File: src/rtl/beat_pkg.sv
// Shared beat-timing definitions: state encoding, default duration width and
// the beat rate used by the beat generator.
package beat_pkg;

    typedef enum logic [1:0] {
        IDLE = 2'd0,
        RUN  = 2'd1,
        DONE = 2'd2
    } beat_state_e;

    localparam int unsigned DUR_W_DEF       = 6;
    localparam int unsigned CYCLES_PER_BEAT = 32'd3125000;

endpackage

File: src/rtl/beat_down_counter.sv
// Remaining-beats counter: clear beats load beats decrement; never wraps below 0.
module beat_down_counter #(
    parameter int unsigned W = 6
) (
    input  logic         clk,
    input  logic         reset,
    input  logic         load,
    input  logic [W-1:0] load_val,
    input  logic         dec,
    input  logic         clear,
    output logic [W-1:0] count,
    output logic         count_is_one
);

    logic [W-1:0] count_d;
    logic [W-1:0] count_q;

    // next count selection
    always_comb begin
        count_d = count_q;
        if (clear) begin
            count_d = {W{1'b0}};
        end else if (load) begin
            count_d = load_val;
        end else if (dec && (count_q != {W{1'b0}})) begin
            count_d = count_q - {{(W-1){1'b0}}, 1'b1};
        end else begin
            count_d = count_q;
        end
    end

    dffr #(.W(W), .RST_VAL({W{1'b0}})) u_count (
        .clk   (clk),
        .reset (reset),
        .d     (count_d),
        .q     (count_q)
    );

    assign count        = count_q;
    assign count_is_one = (count_q == {{(W-1){1'b0}}, 1'b1});

endmodule

File: src/rtl/dffr.sv
// Generic W-bit flop with synchronous active-high reset to RST_VAL.
module dffr #(
    parameter int unsigned    W       = 1,
    parameter logic [W-1:0]   RST_VAL = '0
) (
    input  logic         clk,
    input  logic         reset,
    input  logic [W-1:0] d,
    output logic [W-1:0] q
);

    // register with synchronous reset
    always_ff @(posedge clk) begin
        if (reset) begin
            q <= RST_VAL;
        end else begin
            q <= d;
        end
    end

endmodule

File: src/rtl/beat_timer.sv
// Beat-driven note timer: loads a duration in beats, counts beats down and
// pulses done on expiry. Optional pause input enabled by BEAT_TIMER_PAUSE_EN.
module beat_timer
    import beat_pkg::*;
#(
    parameter int unsigned DUR_W = DUR_W_DEF
) (
    input  logic             clk,
    input  logic             reset,
    input  logic             beat,
    input  logic             load_valid,
    input  logic [DUR_W-1:0] load_dur,
    input  logic             abort,
`ifdef BEAT_TIMER_PAUSE_EN
    input  logic             pause,
`endif
    output logic             load_ready,
    output logic             busy,
    output logic             done,
    output logic [DUR_W-1:0] remaining
);

    logic [1:0]  state_bits;
    beat_state_e state_q;
    beat_state_e state_d;
    logic        done_d;
    logic        done_q;
    logic        accept_s;
    logic        beat_s;
    logic        cnt_load_s;
    logic        cnt_dec_s;
    logic        cnt_clear_s;
    logic        cnt_is_one_s;

    assign state_q    = beat_state_e'(state_bits);
    assign load_ready = (state_q == IDLE) || (state_q == DONE);
    assign busy       = (state_q == RUN);
    assign accept_s   = load_valid & load_ready & ~abort;

`ifdef BEAT_TIMER_PAUSE_EN
    assign beat_s = beat & ~pause;
`else
    assign beat_s = beat;
`endif

    // next-state and counter control
    always_comb begin
        state_d     = state_q;
        cnt_load_s  = 1'b0;
        cnt_dec_s   = 1'b0;
        cnt_clear_s = 1'b0;
        case (state_q)
            IDLE, DONE: begin
                if (accept_s) begin
                    if (load_dur != {DUR_W{1'b0}}) begin
                        state_d    = RUN;
                        cnt_load_s = 1'b1;
                    end else begin
                        state_d     = DONE;
                        cnt_clear_s = 1'b1;
                    end
                end else begin
                    state_d = IDLE;
                end
            end
            RUN: begin
                // abort takes priority over a beat in the same cycle
                if (abort) begin
                    state_d     = IDLE;
                    cnt_clear_s = 1'b1;
                end else if (beat_s) begin
                    cnt_dec_s = 1'b1;
                    if (cnt_is_one_s) begin
                        state_d = DONE;
                    end else begin
                        state_d = RUN;
                    end
                end else begin
                    state_d = RUN;
                end
            end
            default: begin
                state_d     = IDLE;
                cnt_clear_s = 1'b1;
            end
        endcase
    end

    assign done_d = (state_d == DONE);

    dffr #(.W(2), .RST_VAL(2'd0)) u_state (
        .clk   (clk),
        .reset (reset),
        .d     (state_d),
        .q     (state_bits)
    );

    dffr #(.W(1), .RST_VAL(1'b0)) u_done (
        .clk   (clk),
        .reset (reset),
        .d     (done_d),
        .q     (done_q)
    );

    beat_down_counter #(.W(DUR_W)) u_cnt (
        .clk          (clk),
        .reset        (reset),
        .load         (cnt_load_s),
        .load_val     (load_dur),
        .dec          (cnt_dec_s),
        .clear        (cnt_clear_s),
        .count        (remaining),
        .count_is_one (cnt_is_one_s)
    );

    assign done = done_q;

endmodule

File: config.mk
export PLATFORM = sky130hd
export DESIGN_NAME = beat_timer
export DESIGN_NICKNAME = d
export VERILOG_FILES = /design/src/rtl/beat_pkg.sv /design/src/rtl/beat_down_counter.sv /design/src/rtl/dffr.sv /design/src/rtl/beat_timer.sv
export SDC_FILE = /design/constraint.sdc
export NUM_CORES = 1
export LEC_CHECK = 0
export CORE_MARGIN = 2
export CORE_UTILIZATION = 48
export CTS_CLUSTER_DIAMETER = 30
export DETAILED_ROUTE_END_ITERATION = 7
export PLACE_DENSITY = 0.91
export SKIP_LAST_GASP = 1
export SLEW_MARGIN = 20
export SYNTH_ARGS = -nofsm -noshare
export SYNTH_HDL_FRONTEND = slang
export SYNTH_SLANG_ARGS = --single-unit
export TNS_END_PERCENT = 20
File: constraint.sdc
create_clock -name clk -period 5.25 [get_ports clk]
set_input_delay 0.525 -clock clk [delete_from_list [all_inputs] [get_ports clk]]
set_output_delay 0.525 -clock clk [all_outputs]
set_load 0.02 [all_outputs]
[Word level (Yosys, flattened, before mapping)]
Index checks and enable logic that the tools add are counted.
W data, S select, Z words.
Operators by class
  equal/unequal tests: 4
  muxes and demuxes: 18
  reductions and logical operators: 8
  add/subtract/negate cells: 1
  bitwise logic cells: 3
Operators by type and width (count)
  $mux W6: 2
  $reduce_bool A6 Y1: 2
  $mux W2: 5
  $mux W1: 9
  $eq A6 B1 Y1 const B: 1
  $sub A6 B1 Y6 const B: 1
  $eq A2 B2 Y1 const B: 2
  $pmux W2 S2: 1
  $reduce_or A2 Y1: 2
  $and A1 B1 Y1: 2
  $eq A2 B1 Y1 const B: 1
  $logic_not A2 Y1: 1
  $pmux W1 S2: 1
  $reduce_bool A2 Y1: 1
  $logic_and A1 B1 Y1: 1
  $logic_or A1 B1 Y1: 1
  $not A1 Y1: 1
Storage, ports and cells
  bits in registers: 9
  word-level logic and storage cells: 37
  input bits: 11
  output and inout port bits: 9

[Depth between registers and ports, before layout]
  word-level depth: 7
  depth in mapped cells: 6
  depth with buffers taken out: 6

[By module]
From an unflattened synthesis, not the netlist that was laid out.
Unflattened totals
  cells, all modules: 79
  area, all modules: 640.6 µm²
Modules (own cells, without submodules)
  beat_down_counter: sequential area each 0.0 µm², times used 1, area each 286.5 µm², cells each 44
  dffr (u_cnt.u_count): sequential area each 120.1 µm², times used 1, area each 157.7 µm², cells each 12
  beat_timer: sequential area each 0.0 µm², times used 1, area each 110.1 µm², cells each 17
  dffr (u_state): sequential area each 40.0 µm², times used 1, area each 52.6 µm², cells each 4
  dffr (u_done): sequential area each 20.0 µm², times used 1, area each 33.8 µm², cells each 2

[Worst setup path before layout]
OpenSTA, ideal clock, no wires.
  path type: register to register
  start: register u_cnt.u_count.q[0]
  end: register u_cnt.u_count.q[5]
  slack: 3395 ps
  library setup time: 92 ps
  required time: 5158 ps
  buffers on the path: 0
  period minus slack after synthesis: 1855 ps
  arrival time: 1763 ps
  stages on the path, launching flop included: 6
  cells stage by stage: dfxtp_1 > inv_1 > ha_1 > a2111oi_0 > mux2_2 > nor4_1
Between the ends
  word-level cells in the longest chain between the ends: 3
  elaborated cells between the ends (all ways): 6
  those cells by class: add/sub: 1; mux: 2; reduce/logical: 3
Ends and longest elaborated chain
  start: declaration: line dffr.sv:9  | output logic [W-1:0] q
  start signal: assignment: line dffr.sv:15  | q <= RST_VAL;
  start signal: assignment: line dffr.sv:17  | q <= d;
  $sub A6 B1 Y6 or $reduce_bool A6 Y1 (tied branches): line beat_down_counter.sv:26, beat_down_counter.sv:25
  $mux W6 or $logic_and A1 B1 Y1 (tied branches): line beat_down_counter.sv:25  | end else if (dec && (count_q != {W{1'b0}})) begin
  $mux W6 or $reduce_bool A2 Y1 (tied branches)
Several ways; a longest one is shown, not always the timed one. The select of a mux whose other input is x is not followed.
A chain may end at the register's enable or synchronous reset.

[Worst setup path after layout]
  start: input port abort
  end: register u_cnt.u_count.q[2]
Between the ends
  word-level cells in the longest chain between the ends: 5
  elaborated cells between the ends (all ways): 13
  those cells by class: mux: 8; bitwise: 2; reduce/logical: 3
Ends and longest elaborated chain
  start: declaration: line beat_timer.sv:13  | input logic abort,
  $not A1 Y1: line beat_timer.sv:38  | assign accept_s = load_valid & load_ready & ~abort;
  $and A1 B1 Y1: line beat_timer.sv:38
  $mux W1: line beat_timer.sv:54  | if (accept_s) begin
  $pmux W1 S2 or $mux W1 (tied branches): line beat_timer.sv:52  | case (state_q)
  $reduce_or A2 Y1 (no line) (tied with other cells)
Several ways; a longest one is shown, not always the timed one.

==> flow_summary.toml <==
[run_status]
outcome = "finished, final reports clean"

[detailed_routing]
drtIter0Drc = 30
drt-total-wl_um = 1700
num_vias = 636
ant_nets = 0
drc = 0
first_pass_iters = 4
vias_per_cell = 5.83
routedWlPerCell_um = 15.6

[synth]
ys_seq_area_frac = 0.278
synthCells = 71
yosys.area.top_type = "dfxtp_1"
synth_area_sq_um = 648
synthFlopType = "dfxtp_1"
synth_fp_nets = 85
ys_warn_count = 0
synth-async-reset-ratio = 0
syn_area_per_cell_sq_um = 9.13
synth-seq-cells = 9
yosysTopAreaCellShare = 0.278
synth_common_cells = "9 x dfxtp_1, 9 x nor2_1, 6 x inv_1"
synth_edf_count = 0
synth.distinct_cells = 36
yosys-top-cells-area = "dfxtp_1 28%, ha_1 5.8%, nor2_1 5.2%, a2111oi_4 4.2%, a21oi_1 3.9%"

[clock_tree]
cts_tree = "yes"
numCtsBuffers = 3
clockBufferDepth = 2
holdBufCountCts = 0
postCtsSetupRepairBufs = 0
h-tree-depth = 1
clockRootBuffer = "clkbuf_4"
insertion_delay_ps = 270
ctsResizeCount = 0
clkTransAtPathRegs_ps = 70
clock-sinks = 9

[timing]
fmaxAchievable_mhz = 433
whs_ps = 597
finalSetupViolations = 0
fin_skew_ps = 6.86
min_period_ps = 2310
maxSlewViolCount = 0
setup_tns_ps = 0
finalHoldViolations = 0
min_period_over_period = 0.440
worst_pin_slew_ps = 554
max_slew_margin = 0.627
grt_setup_unrepaired = "false"

[floorplanning]
dieHeight_um = 40.7
std_cell_rows = 13
dieArea_sq_um = 1660
die_w_um = 40.7
ios = 20
coreArea_sq_um = 1280
initial_core_util = 0.504

[final_layout]
stdcell_count = 109
drive_above_1_share = 0.160
fillers = 114
final_nets = 109
n_antenna_cell = 0
area_growth_pct = 36.3

[power]
powerDensity_nw_per_um2 = 218
p_leak_nw = 0.310
vdd_drop_max_mv = 0.133
p_total_uw = 193

[critical_path]
path_cells = "clkdlybuf4s50_1 -> nor3b_4 -> a21boi_0 -> mux2i_1 -> a2111oi_2"
cpMaxStageDelayCell = "clkdlybuf4s50_1"
crit_type = "in2reg"
critPathArrivalTime_ps = 2470
slowest_delay_ps = 530
r2r_slack_ps = 3340
r2r_cells = 4
r2r-end = "u_cnt.u_count.q[5]"
cp-start-kind = "input port"
startpoint = "abort"
worstReg2RegStart = "u_cnt.u_count.q[0]"
crit_end = "u_cnt.u_count.q[2]"
cp.required_ps = 5410
critical-path-top-delay-family = "compound AO/OA/AOI/OAI gates"
worst-path-buf-inv = 1
cp-end-kind = "register"
crit_cells = 5
crit_fanout = 7

[global_routing]
grt_usage = 0.237
grt_max_degree = 10
antenna_found_initial = 0
grt.overflow.total = 0
grt_pass1_vias = 572
grt_pass1_wl_um = 2480

[place]
post-dp-hpwl_um = 1330
place.gp.congestion = 0.814
placed_cells = 105
io_buffers = 19

[flow_run]
cap_violations = 0

[worst_hold_path]
hold_class = "reg2reg"
whs_path_depth = 2
sequential cells by signal (all words and copies together), names as in the netlist:
signal / count
u_cnt.u_count.q: 6
u_state.q: 2
u_done.q: 1
layout by cell type, fill, tap and decap left out, types with 2 or more instances in the layout:
cell	Yosys	final
nand3_1	3	3
nor3_1	4	4
dfxtp_1	9	9
nor3b_1	2	2
a21oi_1	5	5
or3_1	2	2
clkbuf_4	0	3
ha_1	3	3
inv_1	6	6
nor2_1	9	9
clkdlybuf4s50_1	0	19
nand2_1	2	2
logic make-up (layout without fill, tap and decap cells):
kind of cell    count (synthesis)  count (layout)  synth area share
xor+xnor                        1               1            0.0135
fa+ha+maj                       3               3            0.0579
buf+inv                         6              29            0.0347
simple gates                   33              33             0.336
mux                             3               3            0.0560
compound gates                 16              16             0.224
flops                           9               9             0.278
worst min path at each step:
stage          slack [ps]               start                 end
5_1_grt               630  u_cnt.u_count.q[4]  u_cnt.u_count.q[4]
3_3_place_gp          550  u_cnt.u_count.q[4]  u_cnt.u_count.q[4]
3_5_place_dp          580  u_cnt.u_count.q[4]  u_cnt.u_count.q[4]
4_1_cts               590  u_cnt.u_count.q[4]  u_cnt.u_count.q[4]
6_report              600  u_cnt.u_count.q[4]  u_cnt.u_count.q[4]
2_1_floorplan         580        u_state.q[1]            u_done.q
worst min-delay path, cell delays in order (launching register included):
cell,delay [ps]
dfxtp_1,390
nand3_1,100
a21oi_1,60
layer usage:
metal,part of all wire,up-vias,track usage
li1,-,305,-
met1,0.41,305,0.294
met2,0.52,22,0.389
met3,0.054,4,0.0326
met4,0.015,0,0.133
met5,0,-,0
power breakdown:
| group | total [mW] | switching, mW | internal (mW) |
|---|---|---|---|
| sequential | 0.0792 | 0.00704 | 0.0721 |
| clock | 0.0553 | 0.0260 | 0.0294 |
| combinational | 0.0583 | 0.0284 | 0.0299 |
metrics by stage:
stage / cell area, sq um / setup slack [ps] / utilization
after floorplan: 648 / 3390 / -
after global routing: 883 / 2840 / 0.687
after detailed placement: 857 / 2680 / 0.667
after CTS: 883 / 2950 / 0.687
final: 883 / 2940 / 0.687
after global placement: 857 / 2730 / 0.667
layout make-up:
type,count,area (sq um),share of cell area
Multi-Input combinational cell,56,445,0.504
Timing Repair Buffer,19,190,0.215
Sequential cell,9,180,0.204
Clock buffer,4,26.3,0.0297
Inverter,6,22.5,0.0255
Tap cell,15,18.8,0.0212
Power figures use the tool's default switching activity.
